===== src/rtl/ctrl_pkg.sv =====
// Shared definitions for the multicycle control FSM: state enum, opcodes, mux/ALU encodings.
// Build option CTRL_ADDI_EN adds the ADDI_EX/ADDI_WB states and addi decode.
package ctrl_pkg;

`ifdef CTRL_ADDI_EN
  typedef enum logic [3:0] {
    ST_IDLE     = 4'd0,
    ST_FETCH    = 4'd1,
    ST_DECODE   = 4'd2,
    ST_MEMADR   = 4'd3,
    ST_MEMRD    = 4'd4,
    ST_MEMWB    = 4'd5,
    ST_MEMWR    = 4'd6,
    ST_RTYPE_EX = 4'd7,
    ST_RTYPE_WB = 4'd8,
    ST_BRANCH   = 4'd9,
    ST_JUMP     = 4'd10,
    ST_ADDI_EX  = 4'd11,
    ST_ADDI_WB  = 4'd12
  } state_e;
`else
  typedef enum logic [3:0] {
    ST_IDLE     = 4'd0,
    ST_FETCH    = 4'd1,
    ST_DECODE   = 4'd2,
    ST_MEMADR   = 4'd3,
    ST_MEMRD    = 4'd4,
    ST_MEMWB    = 4'd5,
    ST_MEMWR    = 4'd6,
    ST_RTYPE_EX = 4'd7,
    ST_RTYPE_WB = 4'd8,
    ST_BRANCH   = 4'd9,
    ST_JUMP     = 4'd10
  } state_e;
`endif

  localparam logic [5:0] OP_RTYPE = 6'b000000;
  localparam logic [5:0] OP_LW    = 6'b100011;
  localparam logic [5:0] OP_SW    = 6'b101011;
  localparam logic [5:0] OP_BEQ   = 6'b000100;
  localparam logic [5:0] OP_J     = 6'b000010;
  localparam logic [5:0] OP_ADDI  = 6'b001000;

  localparam logic [1:0] ALU_OP_ADD   = 2'b00;
  localparam logic [1:0] ALU_OP_SUB   = 2'b01;
  localparam logic [1:0] ALU_OP_FUNCT = 2'b10;

  localparam logic [1:0] SRC_B_REG   = 2'b00;
  localparam logic [1:0] SRC_B_FOUR  = 2'b01;
  localparam logic [1:0] SRC_B_IMM   = 2'b10;
  localparam logic [1:0] SRC_B_BROFF = 2'b11;

  localparam logic [1:0] PC_SRC_ALU    = 2'b00;
  localparam logic [1:0] PC_SRC_ALUOUT = 2'b01;
  localparam logic [1:0] PC_SRC_JUMP   = 2'b10;

  // One bundle of every Moore control line, so decode can default it to zero in one go.
  typedef struct packed {
    logic       reg_dst;
    logic       reg_write;
    logic       mem_to_reg;
    logic       mem_read;
    logic       mem_write;
    logic       ir_write;
    logic       i_or_d;
    logic       pc_write;
    logic       pc_write_cond;
    logic       alu_src_a;
    logic [1:0] alu_src_b;
    logic [1:0] alu_op;
    logic [1:0] pc_source;
  } ctrl_t;

endpackage


===== src/rtl/ctrl_decode.sv =====
// Combinational next-state and control-line decode for control_fsm.
// Build option CTRL_ADDI_EN enables the addi path; otherwise addi takes the illegal path.
module ctrl_decode
  import ctrl_pkg::*;
(
  input  state_e     state,
  input  logic [5:0] opcode,
  input  logic       mem_ready,
  output state_e     next_state,
  output ctrl_t      ctrl,
  output logic       illegal,
  output logic       retire
);

  always_comb begin
    next_state = state;
    ctrl       = '0;
    illegal    = 1'b0;
    retire     = 1'b0;
    case (state)
      ST_IDLE: begin
        next_state = ST_FETCH;
      end
      // IR load and PC increment only fire in the cycle the memory completes.
      ST_FETCH: begin
        ctrl.mem_read  = 1'b1;
        ctrl.i_or_d    = 1'b0;
        ctrl.alu_src_b = SRC_B_FOUR;
        ctrl.alu_op    = ALU_OP_ADD;
        ctrl.pc_source = PC_SRC_ALU;
        if (mem_ready) begin
          ctrl.ir_write = 1'b1;
          ctrl.pc_write = 1'b1;
          next_state    = ST_DECODE;
        end
      end
      ST_DECODE: begin
        ctrl.alu_src_b = SRC_B_BROFF;
        ctrl.alu_op    = ALU_OP_ADD;
        case (opcode)
          OP_LW, OP_SW: next_state = ST_MEMADR;
          OP_RTYPE:     next_state = ST_RTYPE_EX;
          OP_BEQ:       next_state = ST_BRANCH;
          OP_J:         next_state = ST_JUMP;
`ifdef CTRL_ADDI_EN
          OP_ADDI:      next_state = ST_ADDI_EX;
`endif
          default: begin
            next_state = ST_FETCH;
            illegal    = 1'b1;
          end
        endcase
      end
      ST_MEMADR: begin
        ctrl.alu_src_a = 1'b1;
        ctrl.alu_src_b = SRC_B_IMM;
        next_state     = (opcode == OP_SW) ? ST_MEMWR : ST_MEMRD;
      end
      ST_MEMRD: begin
        ctrl.i_or_d   = 1'b1;
        ctrl.mem_read = 1'b1;
        if (mem_ready) next_state = ST_MEMWB;
      end
      ST_MEMWB: begin
        ctrl.reg_write  = 1'b1;
        ctrl.mem_to_reg = 1'b1;
        ctrl.reg_dst    = 1'b0;
        next_state      = ST_FETCH;
        retire          = 1'b1;
      end
      // A store retires on the same edge its memory write completes.
      ST_MEMWR: begin
        ctrl.i_or_d    = 1'b1;
        ctrl.mem_write = 1'b1;
        if (mem_ready) begin
          next_state = ST_FETCH;
          retire     = 1'b1;
        end
      end
      ST_RTYPE_EX: begin
        ctrl.alu_src_a = 1'b1;
        ctrl.alu_src_b = SRC_B_REG;
        ctrl.alu_op    = ALU_OP_FUNCT;
        next_state     = ST_RTYPE_WB;
      end
      ST_RTYPE_WB: begin
        ctrl.reg_write = 1'b1;
        ctrl.reg_dst   = 1'b1;
        next_state     = ST_FETCH;
        retire         = 1'b1;
      end
      ST_BRANCH: begin
        ctrl.alu_src_a     = 1'b1;
        ctrl.alu_op        = ALU_OP_SUB;
        ctrl.pc_write_cond = 1'b1;
        ctrl.pc_source     = PC_SRC_ALUOUT;
        next_state         = ST_FETCH;
        retire             = 1'b1;
      end
      ST_JUMP: begin
        ctrl.pc_write  = 1'b1;
        ctrl.pc_source = PC_SRC_JUMP;
        next_state     = ST_FETCH;
        retire         = 1'b1;
      end
`ifdef CTRL_ADDI_EN
      ST_ADDI_EX: begin
        ctrl.alu_src_a = 1'b1;
        ctrl.alu_src_b = SRC_B_IMM;
        ctrl.alu_op    = ALU_OP_ADD;
        next_state     = ST_ADDI_WB;
      end
      ST_ADDI_WB: begin
        ctrl.reg_write = 1'b1;
        ctrl.reg_dst   = 1'b0;
        next_state     = ST_FETCH;
        retire         = 1'b1;
      end
`endif
      default: begin
        next_state = ST_IDLE;
      end
    endcase
  end

endmodule


===== src/rtl/control_fsm.sv =====
// Multicycle MIPS-style control FSM: state, retired-instruction counter and illegal-opcode pulse.
// Build option CTRL_ADDI_EN enables addi support in the decoder.
module control_fsm
  import ctrl_pkg::*;
(
  input  logic        clk,
  input  logic        rst_n,
  input  logic [5:0]  opcode,
  input  logic        mem_ready,
  output logic        reg_dst,
  output logic        reg_write,
  output logic        mem_to_reg,
  output logic        mem_read,
  output logic        mem_write,
  output logic        ir_write,
  output logic        i_or_d,
  output logic        pc_write,
  output logic        pc_write_cond,
  output logic        alu_src_a,
  output logic [1:0]  alu_src_b,
  output logic [1:0]  alu_op,
  output logic [1:0]  pc_source,
  output logic        illegal_op,
  output logic [31:0] instr_count,
  output logic [3:0]  state
);

  state_e      state_q;
  state_e      next_state;
  ctrl_t       ctrl;
  logic        decode_illegal;
  logic        retire;
  logic [31:0] count_q;

  ctrl_decode u_decode (
    .state      (state_q),
    .opcode     (opcode),
    .mem_ready  (mem_ready),
    .next_state (next_state),
    .ctrl       (ctrl),
    .illegal    (decode_illegal),
    .retire     (retire)
  );

  // Reset wins over any in-flight memory access; the counter wraps naturally.
  always_ff @(posedge clk) begin
    if (!rst_n) begin
      state_q    <= ST_IDLE;
      count_q    <= '0;
      illegal_op <= 1'b0;
    end else begin
      state_q    <= next_state;
      illegal_op <= decode_illegal;
      if (retire) count_q <= count_q + 32'd1;
    end
  end

  assign reg_dst       = ctrl.reg_dst;
  assign reg_write     = ctrl.reg_write;
  assign mem_to_reg    = ctrl.mem_to_reg;
  assign mem_read      = ctrl.mem_read;
  assign mem_write     = ctrl.mem_write;
  assign ir_write      = ctrl.ir_write;
  assign i_or_d        = ctrl.i_or_d;
  assign pc_write      = ctrl.pc_write;
  assign pc_write_cond = ctrl.pc_write_cond;
  assign alu_src_a     = ctrl.alu_src_a;
  assign alu_src_b     = ctrl.alu_src_b;
  assign alu_op        = ctrl.alu_op;
  assign pc_source     = ctrl.pc_source;
  assign instr_count   = count_q;
  assign state         = state_q;

endmodule


===== config.mk =====
export PLATFORM = sky130hd
export DESIGN_NAME = control_fsm
export DESIGN_NICKNAME = d
export VERILOG_FILES = /design/src/rtl/ctrl_pkg.sv /design/src/rtl/ctrl_decode.sv /design/src/rtl/control_fsm.sv
export SDC_FILE = /design/constraint.sdc
export NUM_CORES = 1
export LEC_CHECK = 0
export BUFFER_PORTS_ARGS = -buffer_cell sky130_fd_sc_hd__buf_2
export CAP_MARGIN = 20
export CORE_MARGIN = 10
export CORE_UTILIZATION = 45
export DETAILED_ROUTE_END_ITERATION = 6
export PLACE_DENSITY_LB_ADDON = 0.05
export SLEW_MARGIN = 20
export SYNTH_ARGS = -nofsm -noshare
export SYNTH_HDL_FRONTEND = slang
export SYNTH_SLANG_ARGS = --single-unit

===== constraint.sdc =====
create_clock -name clk -period 2.4 [get_ports clk]
set_input_delay 0.48 -clock clk [delete_from_list [all_inputs] [get_ports clk]]
set_output_delay 0.48 -clock clk [all_outputs]
set_load 0.05 [all_outputs]

Word-level counts from Yosys, hierarchy flattened
Index checks and enable logic that the tools add are counted.

Multipliers: 0. Multiplexer cells: 21. Order comparisons: 0. Bitwise operators: 0. Shift operators: 0. Reductions and logical operators: 11. Add/subtract/negate cells: 1. Div/mod/pow operators: 0. Equal/unequal tests: 17.

Operator list (number): $add A32 B1 Y32 const B (1); $pmux W4 S7 (1); $eq A4 B3 Y1 const B (4); $pmux W4 S4 (1); $eq A4 B4 Y1 const B (3); $eq A6 B6 Y1 const B (2); $mux W4 (3); $pmux W2 S2 (3); $reduce_or A5 Y1 (2); $mux W1 (9); $eq A4 B2 Y1 const B (2); $eq A6 B2 Y1 const B (1); $eq A6 B3 Y1 const B (1); $logic_not A6 Y1 (1); $ne A2 B2 Y1 const B (3); $pmux W2 S3 (1); $reduce_or A2 Y1 (3); $eq A4 B1 Y1 const B (1); $logic_not A4 Y1 (1); $pmux W1 S2 (2); $reduce_or A4 Y1 (1); $reduce_and A3 Y1 (1); $reduce_or A3 Y1 (1); $mux W2 (1); $reduce_and A2 Y1 (1).

Input port bits: 9. Register bits: 37. Latch bits: 0. Memories: 0. Bits in writable memories: 0. Memory bits (read-only): 0. Output and inout bits: 53.

Logic depth before layout (Yosys ltp)
Gate-level depths: netlist of the first run.

Depth in word-level cells: 4. Depth in mapped cells: 7.

Modules after synthesis
Synthesis of the first run repeated with hierarchy kept, for this count alone.

Cell total of the unflattened synthesis: 247. Area total of the unflattened synthesis: 2050.7 µm².

By module, submodules not included: control_fsm (seq. area each 740.7 µm², times used 1, cells an instance 187, area each 1675.4 µm²); ctrl_decode (seq. area each 0.0 µm², times used 1, cells an instance 60, area each 375.4 µm²).

Worst setup path before layout of the first run
Ideal clock, no wire load.

Path type: reg-to-output. Start: reg state_q[3] (netlist: state[3]). End: out reg_write. Cell stages (with the launch flop): 5. Slack: -507 ps. Arrival time: 2427 ps. Required time: 1920 ps. Path through: dfxtp_1 buf_6 nand2b_4 nor3_1 or2_2.

Word-level cells in the longest chain between the ends: 2. Elaborated cells on any way between the ends: 3. Those cells by class: eq/ne: 2; mux: 1.

RTL lines: start, declared (line control_fsm.sv:28) `state_e state_q;`; start signal, assigned (line control_fsm.sv:52) `state_q <= next_state;`; $eq A4 B4 Y1 or $eq A4 B3 Y1 (tied branches) (line ctrl_decode.sv:20) `case (state)`; $pmux W2 S2 * (line ctrl_decode.sv:20); end, declared (line control_fsm.sv:11) `output logic reg_write,`.

Mark *: on every way between the ends. The rest lies on a longest branch, timed or not.

Worst setup path after layout of the first run
Ends and elaborated chain as after synthesis.

==> results_dict.tcl, run 1 <==
set metrics [dict create \
    p_comb_share_pct 9.7 \
    cp.arrival_ns 1.63 \
    clock_latency_ns 0.29 \
    place_congestion 0.814 \
    r2r_start "state[3]$_SDFFE_PN0P_" \
    layout.cells.non_filler 369 \
    peakVddDrop_mv 0.273 \
    cp_cell_sequence "nand2b_4, nor2_1, or2_2, buf_2" \
    powerDensity_nw_per_um2 509 \
    r2r_setup_slack_ns 0.34 \
    fillers 423 \
    grt_overflow 0 \
    cts.reportedPaths.clkPinSlew_ns 0.07 \
    async_flop_share_pct 0 \
    slew_headroom_pct 52.9 \
    placedCellCount 361 \
    syn_avg_cell_area_um2 8.24 \
    dieHeight_um 88.2 \
    synth_common_cells "37 x dfxtp_1, 29 x nor2_1, 27 x nand2_1, 17 x nand2b_1" \
    fin_crit_sh_pct 88.1 \
    netlist_area_um2 2090 \
    hold_viol_final 0 \
    fin_setup_tns_ns 0 \
    rsz0062_at_grt "false" \
    ff2ff_path_depth 6 \
    hold_end "instr_count[31]$_SDFFE_PN0P_" \
    start_kind "flip-flop" \
    drc_errors 0 \
    cap_violations 0 \
    critPathBufInv 1 \
    skew_ns 0.00903 \
    cts_tree "built" \
    io_pins 62 \
    io_buffers 61 \
    drtIter0Drc 79 \
    rows 24 \
    synth_nets 264 \
    synth_cell_type_count 43 \
    antenna_cells 0 \
    postCtsSetupRepairBufs 0 \
    first_global_vias 1936 \
    htreeDepth 2 \
    p_sw_share_pct 24.1 \
    required_ns 1.92 \
    ff_latch_area_um2 741 \
    holdCritPathClass "reg2reg" \
    status "complete, no violations" \
    path_max_fanout 9 \
    finalWirelength_mm 5.61 \
    ys.flop_type "dfxtp_1" \
    multi_input_area_um2 1270 \
    start_util_pct 47.4 \
    pwr-share-seq_pct 47.6 \
    power.clock.fraction_pct 42.7 \
    yosys.area.top_type "dfxtp_1" \
    ant_nets 0 \
    grt.total_usage_pct 14.2 \
    synth_cells 254 \
    setup_viol 0 \
    worst_pin_slew_ns 0.705 \
    yosysMostFrequentCell "dfxtp_1" \
    cp_slowest_cell "dfxtp_1" \
    numCtsBuffers 5 \
    cp_top_family "simple AND/OR/NAND/NOR gates" \
    hp-start "instr_count[31]$_SDFFE_PN0P_" \
    p_int_uw 991 \
    grt_pass1_wl_mm 9.16 \
    post-route-util_pct 58.1 \
    switchingPower_uw 316 \
    vias 1983 \
    nNetsFinal 326 \
    path_class "reg2out" \
    antenna_found_initial 0 \
    dieArea_um2 7780 \
    cts_hold_buf 0 \
    clock-root-buffer "clkbuf_8" \
    clk_path_buf_depth 2 \
    yosysSeqAreaShare_pct 35.4 \
    first_pass_iters 4 \
    grt_max_degree 31 \
    area_delta_synth_final_pct 22.7 \
    vias_per_cell 5.37 \
    fmax_ghz 0.473 \
    cts_resized 0 \
    synthTopCellsByArea "dfxtp_1 35%, mux2i_1 7.2%, nor2_1 5.2%" \
    fin_crit_ns 2.11 \
    clkSinkCount 37 \
    slew_viol_final 0 \
    p_leak_uw 0.00119 \
    synth-edff-count 0 \
    synthDominantCellAreaShare_pct 35.4 \
    dp_hpwl_mm 4.25 \
    cp-end-kind "output pin" \
    drt-wirelength-per-cell_um 15.2 \
    drive_gt1_share_pct 26.5 \
    reg2reg_to "instr_count[17]$_SDFFE_PN0P_" \
    die_x_um 88.2 \
    core_area_um2 4410 \
    holdPathStages 2 \
    slowest_delay_ns 0.54 \
    synth-seq-cells 37 \
    yosysWarnings 0 \
]
[routing by layer]
layer	track usage, %	up-vias	wire length [um]
met4	2.57	0	40
li1	-	1026	-
met2	22.7	47	2520
met1	18.1	905	2570
met5	0	-	0
met3	5.01	5	470
[layout by cell type, fill, tap and decap left out, drive strengths merged, types with 5 or more instances in the layout]
cell | Yosys | final
buf | 8 | 69
dfxtp | 37 | 37
nor2 | 29 | 29
nand2 | 27 | 27
nand2b | 19 | 19
mux2i | 15 | 15
a21oi | 15 | 15
nand3 | 12 | 12
nand4 | 11 | 11
xnor2 | 9 | 9
and3 | 8 | 8
o21ai | 7 | 7
xor2 | 7 | 7
clkbuf | 6 | 7
nor3 | 7 | 7
and2 | 5 | 5
[worst reg2reg max path: cells and delay by family, from the launching register on]
kind,cells,cell delay [ns]
multiplexers,1,0.13
AND/OR/NAND/NOR,3,0.57
flip-flops,1,0.54
AO/OA/AOI/OAI,1,0.52
buffers and inverters,1,0.21
[how the worst max path moves through the flow]
stage                           startpoint                            to  slack [ns]  cells past startpoint
4_1_cts              state[3]$_SDFFE_PN0P_                     reg_write        0.29                      4
6_report             state[3]$_SDFFE_PN0P_                     reg_write        0.29                      4
5_1_grt        instr_count[0]$_SDFFE_PN0P_  instr_count[24]$_SDFFE_PN0P_        0.14                      6
3_3_place_gp                     mem_ready  instr_count[13]$_SDFFE_PN0P_        0.37                      7
2_1_floorplan        state[0]$_SDFFE_PN0P_                     reg_write       -0.12                      3
3_5_place_dp                     mem_ready   instr_count[9]$_SDFFE_PN0P_        0.31                      7
[logic make-up after synthesis]
kind of cell    share of synthesized area [%]
simple gates                             33.1
buf+inv                                  4.13
xor+xnor                                 6.70
flops                                    35.4
fa+ha+maj                               0.598
compound gates                           12.9
mux                                      7.18
[power groups by stage]
stage / Combinational [uW] / Clock (uW) / Sequential, uW
floorplan: 81.7 / 0 / 646
global placement: 127 / 0 / 636
detailed placement: 127 / 0 / 637
CTS: 128 / 569 / 622
global route: 138 / 592 / 623
finish: 127 / 558 / 622
[through the flow]
step	setup WS (ns)	instance area [um^2]	total power [uW]	hold WS [ns]
CTS	0.285	2570	1320	0.476
global placement	0.366	2450	763	0.451
finish	0.285	2570	1310	0.472
detailed placement	0.307	2450	764	0.463
floorplan	-0.124	2100	727	0.632
global route	0.142	2570	1350	0.511
[registers in the layout (all words and copies together), names as in the netlist]
register,flops
state,4
illegal_op,1
instr_count,32
[layout make-up]
type | count | share of cell area, %
Multi-Input combinational cell | 202 | 49.7
Sequential cell | 37 | 28.9
Timing Repair Buffer | 69 | 14.2
Clock buffer | 7 | 3.36
Tap cell | 52 | 2.54
Clock inverter | 1 | 1.17
Inverter | 1 | 0.146
Note: power is estimated with default switching activity, not from simulation.
==> run 2, diff against run 1 <==
Settings changed: BUFFER_PORTS_ARGS -buffer_cell sky130_fd_sc_hd__buf_2 to -buffer_cell sky130_fd_sc_hd__buf_4, GPL_TIMING_DRIVEN from default to 0.
==> results_dict.tcl, run 2 (same netlist as run 1, synthesis figures left out) <==
set metrics [dict create \
    status "complete, no violations" \
    grt.total_usage_pct 15.4 \
    worst_pin_slew_ns 0.599 \
    slew_headroom_pct 60.0 \
    layout_commonest_cell "buf_4" \
    cp.arrival_ns 1.77 \
    cts_tree "built" \
    drive_gt1_share_pct 25.2 \
    grt_max_degree 11 \
    htreeDepth 2 \
    slew_viol_final 0 \
    p_leak_uw 0.00120 \
    layout.cells.non_filler 374 \
    io_pins 62 \
    antenna_cells 0 \
    ant_nets 0 \
    fin_crit_ns 2.25 \
    fin_crit_sh_pct 93.6 \
    numCtsBuffers 5 \
    vias 2006 \
    first_pass_iters 4 \
    clk_path_buf_depth 2 \
    dieArea_um2 7780 \
    path_max_fanout 10 \
    required_ns 1.92 \
    hold_viol_final 0 \
    cp-end-kind "output pin" \
    place_congestion 0.826 \
    clock-root-buffer "clkbuf_8" \
    cap_violations 0 \
    cts.reportedPaths.clkPinSlew_ns 0.07 \
    first_global_vias 2060 \
    vias_per_cell 5.36 \
    start_util_pct 47.4 \
    cp_slowest_cell "clkbuf_1" \
    area_delta_synth_final_pct 30.0 \
    antenna_found_initial 0 \
    fin_setup_tns_ns 0 \
    core_area_um2 4410 \
    holdCritPathClass "reg2reg" \
    fillers 407 \
    peakVddDrop_mv 0.339 \
    start_kind "flip-flop" \
    rows 24 \
    dp_hpwl_mm 4.41 \
    drtIter0Drc 99 \
    powerDensity_nw_per_um2 441 \
    grt_overflow 0 \
    io_buffers 61 \
    die_x_um 88.2 \
    drt-wirelength-per-cell_um 15.6 \
    clkSinkCount 37 \
    drc_errors 0 \
    slowest_delay_ns 0.41 \
    post-route-util_pct 61.6 \
    cts_hold_buf 0 \
    path_class "reg2out" \
    grt_pass1_wl_mm 9.94 \
    placedCellCount 367 \
    largest_register_ffs 32 \
    setup_viol 0 \
    dieHeight_um 88.2 \
    cp_cell_sequence "clkbuf_1, nand2b_1, o22ai_1, buf_4" \
    rsz0062_at_grt "false" \
    final_cell_mix "65 x buf_4, 37 x dfxtp_1, 29 x nor2_1, 27 x nand2_1, 17 x nand2b_1" \
    skew_ns 0.00398 \
    clock_latency_ns 0.28 \
    finalWirelength_mm 5.84 \
    nNetsFinal 332 \
    fmax_ghz 0.445 \
]
## run 2: cell count changes in the layout (fill, tap and decap cells not counted), sizes merged
| cell | delta |
|---|---|
| bufinv | -1 |
| clkbuf | +6 |
## run 2: routing by layer
metal / wire (um) / part of all wire (%) / vias up / track usage, %
li1: - / - / 1040 / -
met1: 2820 / 48 / 914 / 20.0
met2: 2570 / 44 / 47 / 24.0
met3: 399 / 6.8 / 5 / 4.46
met4: 46 / 0.79 / 0 / 4.56
met5: 0 / 0 / - / 0
## run 2: what timing repair did
| action | CTS | global route |
|---|---|---|
| gates resized for setup | 0 | 1 |
| setup buffers | 0 | 0 |
| setup endpoints to repair | 0 | 1 |
## run 2: cell type report
type	count	area, um^2	area share [%]
well taps	52	65.1	2.39
inverters	1	3.75	0.138
multi-input cells	202	1280	47.2
flip-flops and latches	37	741	27.2
clock buffers	7	86.3	3.17
plain buffers	14	82.6	3.04
repair buffers	61	458	16.8
## run 2: final timing paths
check	cells after the start	end	slack [ns]	startpoint
setup / recovery	4	pc_write	0.15	state[1]$_SDFFE_PN0P_
hold / removal	2	instr_count[31]$_SDFFE_PN0P_	0.47	instr_count[31]$_SDFFE_PN0P_
setup reg to reg	6	instr_count[24]$_SDFFE_PN0P_	0.26	instr_count[0]$_SDFFE_PN0P_
hold reg to reg	2	instr_count[31]$_SDFFE_PN0P_	0.47	instr_count[31]$_SDFFE_PN0P_
## run 2: per-stage QoR
| stage | hold slack, ns | power (uW) | setup slack (ns) | area, um^2 |
|---|---|---|---|---|
| after CTS | 0.479 | 1210 | 0.136 | 2710 |
| after floorplan | 0.632 | 727 | -0.124 | 2100 |
| after global routing | 0.477 | 1240 | 0.0270 | 2720 |
| after global placement | 0.460 | 776 | 0.164 | 2630 |
| final | 0.474 | 1200 | 0.154 | 2720 |
| after detailed placement | 0.472 | 777 | 0.173 | 2630 |
## run 2: critical path: cells and delay by family (launching register included)
family / cells / cell delay (ns)
flip-flops: 1 / 0.40
AND/OR/NAND/NOR: 1 / 0.24
buffers and inverters: 2 / 0.63
AO/OA/AOI/OAI: 1 / 0.20
## run 2: power by group
group | total, uW | internal [uW] | switching (uW)
sequential | 621 | 617 | 3.73
combinational | 143 | 45.3 | 97.4
clock | 435 | 228 | 207
total | 1200 | 890 | 308
